## src/rtl/fft_stage_sequencer_if.sv

```systemverilog
// Handshake and strobe bundle between an FFT stage sequencer and its requester/address generator.
// With FFT_SEQ_STALL_EN defined the bundle also carries a stall input to the sequencer.
interface fft_stage_sequencer_if #(
  parameter int NUMSTAGES = 5
) ();
  localparam int CNT_W = NUMSTAGES - 2;

  logic             start;
  logic             ready;
  logic             busy;
  logic [CNT_W-1:0] counter_r;
  logic [2:0]       stage_num_r;
  logic             rd_en;
  logic             wr_en;
  logic [CNT_W-1:0] wr_counter;
  logic [2:0]       wr_stage;
  logic             stage_done;
  logic             done;
`ifdef FFT_SEQ_STALL_EN
  logic             stall;

  modport master (
    output start, stall,
    input  ready, busy, counter_r, stage_num_r, rd_en, wr_en,
    input  wr_counter, wr_stage, stage_done, done
  );

  modport slave (
    input  start, stall,
    output ready, busy, counter_r, stage_num_r, rd_en, wr_en,
    output wr_counter, wr_stage, stage_done, done
  );
`else
  modport master (
    output start,
    input  ready, busy, counter_r, stage_num_r, rd_en, wr_en,
    input  wr_counter, wr_stage, stage_done, done
  );

  modport slave (
    input  start,
    output ready, busy, counter_r, stage_num_r, rd_en, wr_en,
    output wr_counter, wr_stage, stage_done, done
  );
`endif
endinterface

```

## src/rtl/fft_stage_sequencer.sv

```systemverilog
// Stage/butterfly sequencer for an in-place radix-2 FFT: read strobes per stage, a drain gap, and a
// PIPE_LAT-delayed write strobe. Optional FFT_SEQ_STALL_EN adds a stall input that freezes the sequence.
module fft_stage_sequencer #(
  parameter int NUMSTAGES  = 5,
  parameter int NUMSAMPLES = 32,
  parameter int PIPE_LAT   = 2
) (
  input  logic                 clk,
  input  logic                 rst,
  fft_stage_sequencer_if.slave bus
);
  localparam int CNT_W = NUMSTAGES - 2;
  localparam int DRN_W = (PIPE_LAT > 1) ? $clog2(PIPE_LAT) : 1;
  localparam logic [CNT_W-1:0] CNT_LAST = CNT_W'(NUMSAMPLES / 4 - 1);
  localparam logic [DRN_W-1:0] DRN_LAST = DRN_W'(PIPE_LAT - 1);
  localparam logic [2:0]       STG_LAST = 3'(NUMSTAGES - 1);

  typedef enum logic [1:0] {IDLE, RUN, DRAIN} state_t;

  state_t                          state_q, state_d;
  logic [CNT_W-1:0]                cnt_q, cnt_d;
  logic [2:0]                      stg_q, stg_d;
  logic [DRN_W-1:0]                drn_q, drn_d;
  logic [PIPE_LAT-1:0]             wen_q, wen_d;
  logic [PIPE_LAT-1:0][CNT_W-1:0]  wcnt_q, wcnt_d;
  logic [PIPE_LAT-1:0][2:0]        wstg_q, wstg_d;

  logic stall;
  logic hold;
  logic rd_en;
  logic stage_done;
  logic done;

`ifdef FFT_SEQ_STALL_EN
  assign stall = bus.stall;
`else
  assign stall = 1'b0;
`endif
  // stall has no effect while idle, so a start is still accepted
  assign hold = stall && (state_q != IDLE);

  always_comb begin
    state_d    = state_q;
    cnt_d      = cnt_q;
    stg_d      = stg_q;
    drn_d      = drn_q;
    rd_en      = 1'b0;
    stage_done = 1'b0;
    done       = 1'b0;
    case (state_q)
      IDLE: begin
        if (bus.start) begin
          state_d = RUN;
          cnt_d   = '0;
          stg_d   = '0;
        end
      end
      RUN: begin
        if (!hold) begin
          rd_en = 1'b1;
          if (cnt_q == CNT_LAST) begin
            cnt_d   = '0;
            drn_d   = '0;
            state_d = DRAIN;
          end else begin
            cnt_d = cnt_q + CNT_W'(1);
          end
        end
      end
      DRAIN: begin
        if (!hold) begin
          if (drn_q == DRN_LAST) begin
            stage_done = 1'b1;
            drn_d      = '0;
            if (stg_q == STG_LAST) begin
              done    = 1'b1;
              stg_d   = '0;
              cnt_d   = '0;
              state_d = IDLE;
            end else begin
              stg_d   = stg_q + 3'd1;
              state_d = RUN;
            end
          end else begin
            drn_d = drn_q + DRN_W'(1);
          end
        end
      end
      default: state_d = IDLE;
    endcase
  end

  // Write-side delay line: {rd_en, counter, stage} shifted once per non-stalled cycle
  always_comb begin
    wen_d  = wen_q;
    wcnt_d = wcnt_q;
    wstg_d = wstg_q;
    if (!hold) begin
      wen_d[0]  = rd_en;
      wcnt_d[0] = cnt_q;
      wstg_d[0] = stg_q;
      for (int i = 1; i < PIPE_LAT; i++) begin
        wen_d[i]  = wen_q[i-1];
        wcnt_d[i] = wcnt_q[i-1];
        wstg_d[i] = wstg_q[i-1];
      end
    end
  end

  always_ff @(posedge clk) begin
    if (rst) begin
      state_q <= IDLE;
      cnt_q   <= '0;
      stg_q   <= '0;
      drn_q   <= '0;
      wen_q   <= '0;
      wcnt_q  <= '0;
      wstg_q  <= '0;
    end else begin
      state_q <= state_d;
      cnt_q   <= cnt_d;
      stg_q   <= stg_d;
      drn_q   <= drn_d;
      wen_q   <= wen_d;
      wcnt_q  <= wcnt_d;
      wstg_q  <= wstg_d;
    end
  end

  assign bus.ready       = (state_q == IDLE);
  assign bus.busy        = (state_q == RUN) || (state_q == DRAIN);
  assign bus.counter_r   = cnt_q;
  assign bus.stage_num_r = stg_q;
  assign bus.rd_en       = rd_en;
  assign bus.wr_en       = wen_q[PIPE_LAT-1] && !hold;
  assign bus.wr_counter  = wcnt_q[PIPE_LAT-1];
  assign bus.wr_stage    = wstg_q[PIPE_LAT-1];
  assign bus.stage_done  = stage_done;
  assign bus.done        = done;
endmodule

```

## src/flat_wrapper.sv

```systemverilog
// flat-port wrapper written by rule: the top's interface ports become plain ports
module fft_stage_sequencer_flat 
#(
  parameter int NUMSTAGES  = 5,
  parameter int NUMSAMPLES = 32,
  parameter int PIPE_LAT   = 2
)
  (clk, rst, bus_start, bus_ready, bus_busy, bus_counter_r, bus_stage_num_r, bus_rd_en, bus_wr_en, bus_wr_counter, bus_wr_stage, bus_stage_done, bus_done);
  fft_stage_sequencer_if #(.NUMSTAGES(NUMSTAGES)) bus_i ();
  input  logic clk;
  input  logic rst;
  input wire logic [$bits(bus_i.start)-1:0] bus_start;
  output wire logic [$bits(bus_i.ready)-1:0] bus_ready;
  output wire logic [$bits(bus_i.busy)-1:0] bus_busy;
  output wire logic [$bits(bus_i.counter_r)-1:0] bus_counter_r;
  output wire logic [$bits(bus_i.stage_num_r)-1:0] bus_stage_num_r;
  output wire logic [$bits(bus_i.rd_en)-1:0] bus_rd_en;
  output wire logic [$bits(bus_i.wr_en)-1:0] bus_wr_en;
  output wire logic [$bits(bus_i.wr_counter)-1:0] bus_wr_counter;
  output wire logic [$bits(bus_i.wr_stage)-1:0] bus_wr_stage;
  output wire logic [$bits(bus_i.stage_done)-1:0] bus_stage_done;
  output wire logic [$bits(bus_i.done)-1:0] bus_done;
  assign bus_i.start = bus_start;
  assign bus_ready = bus_i.ready;
  assign bus_busy = bus_i.busy;
  assign bus_counter_r = bus_i.counter_r;
  assign bus_stage_num_r = bus_i.stage_num_r;
  assign bus_rd_en = bus_i.rd_en;
  assign bus_wr_en = bus_i.wr_en;
  assign bus_wr_counter = bus_i.wr_counter;
  assign bus_wr_stage = bus_i.wr_stage;
  assign bus_stage_done = bus_i.stage_done;
  assign bus_done = bus_i.done;
  fft_stage_sequencer #(.NUMSTAGES(NUMSTAGES), .NUMSAMPLES(NUMSAMPLES), .PIPE_LAT(PIPE_LAT)) u_core (.clk(clk), .rst(rst), .bus(bus_i));
endmodule
```

## config.mk

```make
export PLATFORM = sky130hd
export DESIGN_NAME = fft_stage_sequencer_flat
export DESIGN_NICKNAME = d
export VERILOG_FILES = /design/src/rtl/fft_stage_sequencer_if.sv /design/src/rtl/fft_stage_sequencer.sv /design/src/flat_wrapper.sv
export SDC_FILE = /design/constraint.sdc
export NUM_CORES = 1
export LEC_CHECK = 0
export CAP_MARGIN = 0
export CORE_MARGIN = 3
export CORE_UTILIZATION = 52
export DETAILED_ROUTE_END_ITERATION = 8
export GPL_TIMING_DRIVEN = 0
export PLACE_DENSITY = 0.86
export RECOVER_POWER = 100
export SYNTH_ARGS = -nofsm -noshare
export SYNTH_HDL_FRONTEND = slang
export SYNTH_SLANG_ARGS = --single-unit
```

## constraint.sdc

```tcl
create_clock -name clk -period 3.36 [get_ports clk]
set_input_delay 0.336 -clock clk [delete_from_list [all_inputs] [get_ports clk]]
set_output_delay 0.336 -clock clk [all_outputs]
set_load 0.03 [all_outputs]
```

==> results of run 1 <==
## cells in the final DEF (no fill, tap or decap), drive strengths merged, types with 2 or more instances in the layout
cell type     n
dfxtp        23
dlygate4sd3  19
nor2b        12
ha            9
inv           7
buf           6
nor2          5
clkbuf        5
nand2b        3
o31ai         3
a21oi         3
and3          2
and2b         2
mux2          2
mux2i         2
nand2         2
nand4         2
nand3         2
## kinds of logic (layout without fill, tap and decap cells)
logic type,Yosys count,count (layout),share of synthesized area (%)
buf+inv,15,39,7.87
compound gates,13,13,10.4
mux,4,4,4.25
flops,23,23,46.0
simple gates,33,33,20.2
fa+ha+maj,9,9,11.3
## flip-flops by register name, indices dropped and copies added, names as in the netlist
name / flops
u_core.bus.counter_r: 3
u_core.bus.stage_num_r: 3
u_core.bus.wr_counter: 3
u_core.bus.wr_stage: 3
u_core.drn_q: 1
u_core.state_q: 2
u_core.wcnt_d: 3
u_core.wen_q: 2
u_core.wstg_d: 3
## layer usage
metal | vias up | wire [um] | GRT usage, %
li1 | 372 | - | -
met1 | 354 | 768 | 18.8
met2 | 24 | 963 | 31.3
met3 | 4 | 68 | 3.32
met4 | 0 | 27 | 6.91
met5 | - | 0 | 0
## final timing paths
kind | startpoint | end | slack, ns | cells after the start
max reg2reg | u_core.state_q[0] | u_core.bus.counter_r[1] | 1.16 | 5
max | u_core.state_q[0] | bus_done | 0.86 | 5
min reg2reg | u_core.wcnt_d[4] | u_core.bus.wr_counter[1] | 0.45 | 1
min | u_core.wcnt_d[4] | u_core.bus.wr_counter[1] | 0.45 | 1
## power by group through the flow
stage / sequential, mW / combinational, mW / clock [mW]
after floorplan: 0.327 / 0.244 / 0
final: 0.319 / 0.318 / 0.123
after global placement: 0.324 / 0.335 / 0
after global routing: 0.323 / 0.347 / 0.145
after detailed placement: 0.326 / 0.340 / 0
after CTS: 0.319 / 0.346 / 0.126
## synth_stat cells
cell	number
dfxtp_1	23
nor2b_1	12
ha_1	9
inv_1	7
buf_4	6
nor2_1	5
a21oi_1	3
nand2b_1	3
o31ai_1	3
and2b_1	2
and3_1	2
mux2_2	2
mux2i_1	2
nand2_1	2
nand3_1	2
nand4_1	2
a2111oi_0	1
a211oi_1	1
a21boi_4	1
a22oi_1	1
a31oi_1	1
and2_1	1
buf_1	1
clkbuf_1	1
nor3_1	1
nor4_4	1
o311ai_0	1
o41ai_1	1
## worst max-delay path: cells and delay by family (launching register included)
kind,cells,cell delay [ns]
DFF,1,0.42
adders and majority gates,1,0.26
and+or+nand+nor,2,0.41
buffers and inverters,2,0.77
## cell type report
type / instances / share of cell area, %
sequential: 23 / 37.0
multi-input combinational: 59 / 35.9
timing repair buffer: 20 / 16.1
buffer: 8 / 4.22
tap: 25 / 2.51
inverter: 7 / 2.11
clock buffer: 3 / 1.81
clock inverter: 1 / 0.402
## per-stage QoR
step / utilization, % / hold WS (ns) / std cells / worst slack (ns) / area (um2)
final: 70.6 / 0.447 / 146 / 0.864 / 1240
after floorplan: - / 0.414 / 97 / 1.55 / 1000
after detailed placement: 69.9 / 0.420 / 142 / 1.28 / 1230
after global routing: 70.6 / 0.466 / 146 / 0.738 / 1240
after CTS: 71.4 / 0.450 / 146 / 0.923 / 1260
after global placement: 69.9 / 0.416 / 142 / 1.32 / 1230
==> flow_metrics.tcl, run 1 <==
set metrics [dict create \
    status "finished, final reports clean" \
    clock_latency_ns 0.30 \
    die_h_um 49.9 \
    n_fill_cell 153 \
    overflow 0 \
    dieArea_um2 2490 \
    synth_cells 97 \
    synth_seq_area_share_pct 46.0 \
    drtPass1Iterations 4 \
    max_freq_mhz 401 \
    finalMaxSlewViolations 0 \
    seq_area_um2 460 \
    syn_nets 109 \
    post-route-period-util_pct 74.3 \
    tns_ns 0 \
    htreeDepth 1 \
    arrival_ns 2.16 \
    drc 0 \
    portBuffers 20 \
    rsz0062_at_grt "false" \
    grt_max_degree 14 \
    required_ns 3.02 \
    yosys-top-cells-area "dfxtp_1, ha_1, nor2b_1" \
    setup_violations 0 \
    maxCapViolCount 0 \
    worst_slew_pin_slew_ns 0.788 \
    cts_max_path_buffers 2 \
    drive_gt1_share_pct 10.7 \
    grt_pass1_vias 774 \
    ir_drop_mv 0.607 \
    netlist_area_um2 1000 \
    io_pins 21 \
    cpPeakStageDelay_ns 0.68 \
    power_density_nw_per_um2 611 \
    wire_per_inst_um 12.5 \
    critical_path.slowest_cell "dlygate4sd3_1" \
    multi_input_area_um2 447 \
    vias_per_cell 5.16 \
    switching_power_uw 292 \
    yosysWarnings 0 \
    synth.avg_cell_area_um2 10.3 \
    grt_pass1_wl_um 3260 \
    numClockSinks 23 \
    rows 15 \
    yosysTopAreaCell "dfxtp_1" \
    p_sw_share_pct 38.4 \
    ant_nets 0 \
    synth_top_area_share_pct 46.0 \
    hold_viol 0 \
    clkSlewWorstSetupHoldPaths_ns 0.12 \
    worstHoldPathType "flop to flop" \
    grt_use_total_pct 17.0 \
    antenna_found_initial 0 \
    path_class "flop to output pin" \
    cts_root_buf "clkbuf_4" \
    pwr-share-comb_pct 41.9 \
    cts_buffers 3 \
    cts_resized 0 \
    fin_total_pwr_uw 760 \
    fin_crit_ns 2.50 \
    worstPathCellList "inv_1 -> ha_1 -> and2_1 -> and3_1 -> dlygate4sd3_1" \
    p_clk_share_pct 16.2 \
    synth_cell_type_count 28 \
    drtIter0Drc 10 \
    cts_hold_buffers 0 \
    drt_wl_total_um 1830 \
    vias 754 \
    core_um2 1760 \
    p_int_uw 468 \
    leakagePower_nw 0.586 \
    post_cts_buffers 0 \
    critical_path.max_fanout 6 \
    relSlewSlack_pct 47.0 \
    detailed_place_hpwl_um 1400 \
    start_util_pct 56.7 \
    cp-end-kind "output pin" \
    antenna_cells 0 \
    nets 134 \
    place.gp.congestion 0.889 \
    final.setup_skew_ns 0.00324 \
    die_x_um 49.9 \
    cts_tree "yes" \
    syn2layout_area_growth_pct 24.4 \
    synth.ff_latch_count 23 \
    start_kind "flop" \
    seq_power_share_pct 42.0 \
]
Note: power is estimated with default switching activity, not from simulation.
==> inputs of run 2 (changes only) <==
CORE_UTILIZATION = 44   (was 52)
PLACE_DENSITY = 0.78   (was 0.86)
clock period = 2.29 ns   (was 3.36 ns; I/O delays follow)
==> flow_metrics.tcl, run 2 (same netlist as run 1, synthesis figures left out) <==
set metrics [dict create \
    portBuffers 20 \
    relSlewSlack_pct 70.9 \
    start_util_pct 48.5 \
    rsz0062_at_grt "false" \
    antenna_cells 0 \
    final_util_pct 61.1 \
    p_clk_share_pct 15.8 \
    core_um2 2060 \
    grt_pass1_vias 726 \
    grt_max_degree 13 \
    cpPeakStageDelay_ns 0.69 \
    power_density_nw_per_um2 899 \
    layout_common_cells "dfxtp_1, dlygate4sd3_1, nor2b_1" \
    vias_per_cell 4.94 \
    fin_crit_ns 2.18 \
    start_kind "flop" \
    die_x_um 53.7 \
    cts_root_buf "clkbuf_4" \
    critical_path.max_fanout 6 \
    startpoint "u_core.state_q[0]" \
    post-route-period-util_pct 95.2 \
    tns_ns 0 \
    critical_path.slowest_cell "clkdlybuf4s50_1" \
    final.setup_skew_ns 0.00170 \
    final_common_cell "dfxtp_1" \
    overflow 0 \
    status "finished, final reports clean" \
    p_int_uw 701 \
    drtIter0Drc 10 \
    drtPass1Iterations 4 \
    worstPathCellList "inv_1 -> ha_1 -> and2_1 -> clkdlybuf4s50_1" \
    path_class "flop to output pin" \
    drc 0 \
    maxCapViolCount 0 \
    clock_latency_ns 0.30 \
    leakagePower_nw 0.586 \
    cp-end-kind "output pin" \
    drt_wl_total_um 1680 \
    pwr-share-comb_pct 42.8 \
    hold_viol 0 \
    max_freq_mhz 458 \
    worst_slew_pin_slew_ns 0.436 \
    ir_drop_mv 0.595 \
    htreeDepth 1 \
    switching_power_uw 431 \
    antenna_found_initial 0 \
    required_ns 2.06 \
    detailed_place_hpwl_um 1320 \
    hp-start "u_core.wstg_d[4]" \
    seq_power_share_pct 41.4 \
    cts_buffers 3 \
    cts_hold_buffers 0 \
    placed_area_um2 1230 \
    setup_violations 0 \
    drive_gt1_share_pct 10.7 \
    finalMaxSlewViolations 0 \
    cts_tree "yes" \
    cts_max_path_buffers 2 \
    vias 731 \
    worstHoldPathType "flop to flop" \
    syn2layout_area_growth_pct 25.9 \
    post_cts_buffers 0 \
    dieArea_um2 2880 \
    die_h_um 53.7 \
    cts_resized 1 \
    grt_pass1_wl_um 2890 \
    arrival_ns 1.95 \
    ant_nets 0 \
    grt_use_total_pct 13.8 \
    clkSlewWorstSetupHoldPaths_ns 0.12 \
    timing.rr.start "u_core.state_q[0]" \
    nets 134 \
    rows 16 \
    design_area_um2 1260 \
    numClockSinks 23 \
    place.gp.congestion 0.861 \
    io_pins 21 \
    p_sw_share_pct 38.1 \
    wire_per_inst_um 11.4 \
]
run 2: final timing paths:
kind / slack, ns / depth (start not counted) / end
worst max-delay path: 0.11 / 4 / bus_stage_done
worst max register to register: 0.41 / 5 / u_core.bus.counter_r[1]
worst min register to register: 0.45 / 1 / u_core.bus.wr_stage[1]
worst min-delay path: 0.45 / 1 / u_core.bus.wr_stage[1]
run 2: stage by stage:
step,instances,hold WS (ns),power (mW),setup WS [ns]
after floorplan,97,0.310,0.838,0.477
after global placement,144,0.418,0.970,0.341
after detailed placement,144,0.429,0.980,0.318
after CTS,148,0.455,1.16,0.112
after global routing,148,0.468,1.20,0.0224
final,148,0.449,1.13,0.109
run 2: cell type report:
class | instances | area [um2]
fill | 181 | 802
multi-input combinational | 59 | 462
sequential | 23 | 460
timing repair buffer | 20 | 199
buffer | 8 | 52.6
tap | 27 | 33.8
clock buffer | 4 | 26.3
inverter | 7 | 26.3
run 2: worst max-delay path: cells and delay by family, from the launching register on:
family | cells | cell delay (ns)
buf+inv | 2 | 0.79
fa+ha+maj | 1 | 0.25
simple gates | 1 | 0.23
flops | 1 | 0.38
run 2: power groups by stage:
| stage | combinational, mW | clock, mW | sequential (mW) |
|---|---|---|---|
| floorplan | 0.358 | 0 | 0.480 |
| global placement | 0.495 | 0 | 0.475 |
| detailed placement | 0.503 | 0 | 0.477 |
| CTS | 0.507 | 0.182 | 0.469 |
| global route | 0.525 | 0.198 | 0.476 |
| finish | 0.485 | 0.179 | 0.469 |
run 2: layer usage:
| metal | global-route usage (%) | wire length (um) | vias up |
|---|---|---|---|
| li1 | - | - | 375 |
| met4 | 6.38 | 13 | 0 |
| met2 | 24.0 | 811 | 20 |
| met3 | 2.49 | 97 | 2 |
| met1 | 16.2 | 761 | 334 |
| met5 | 0 | 0 | - |
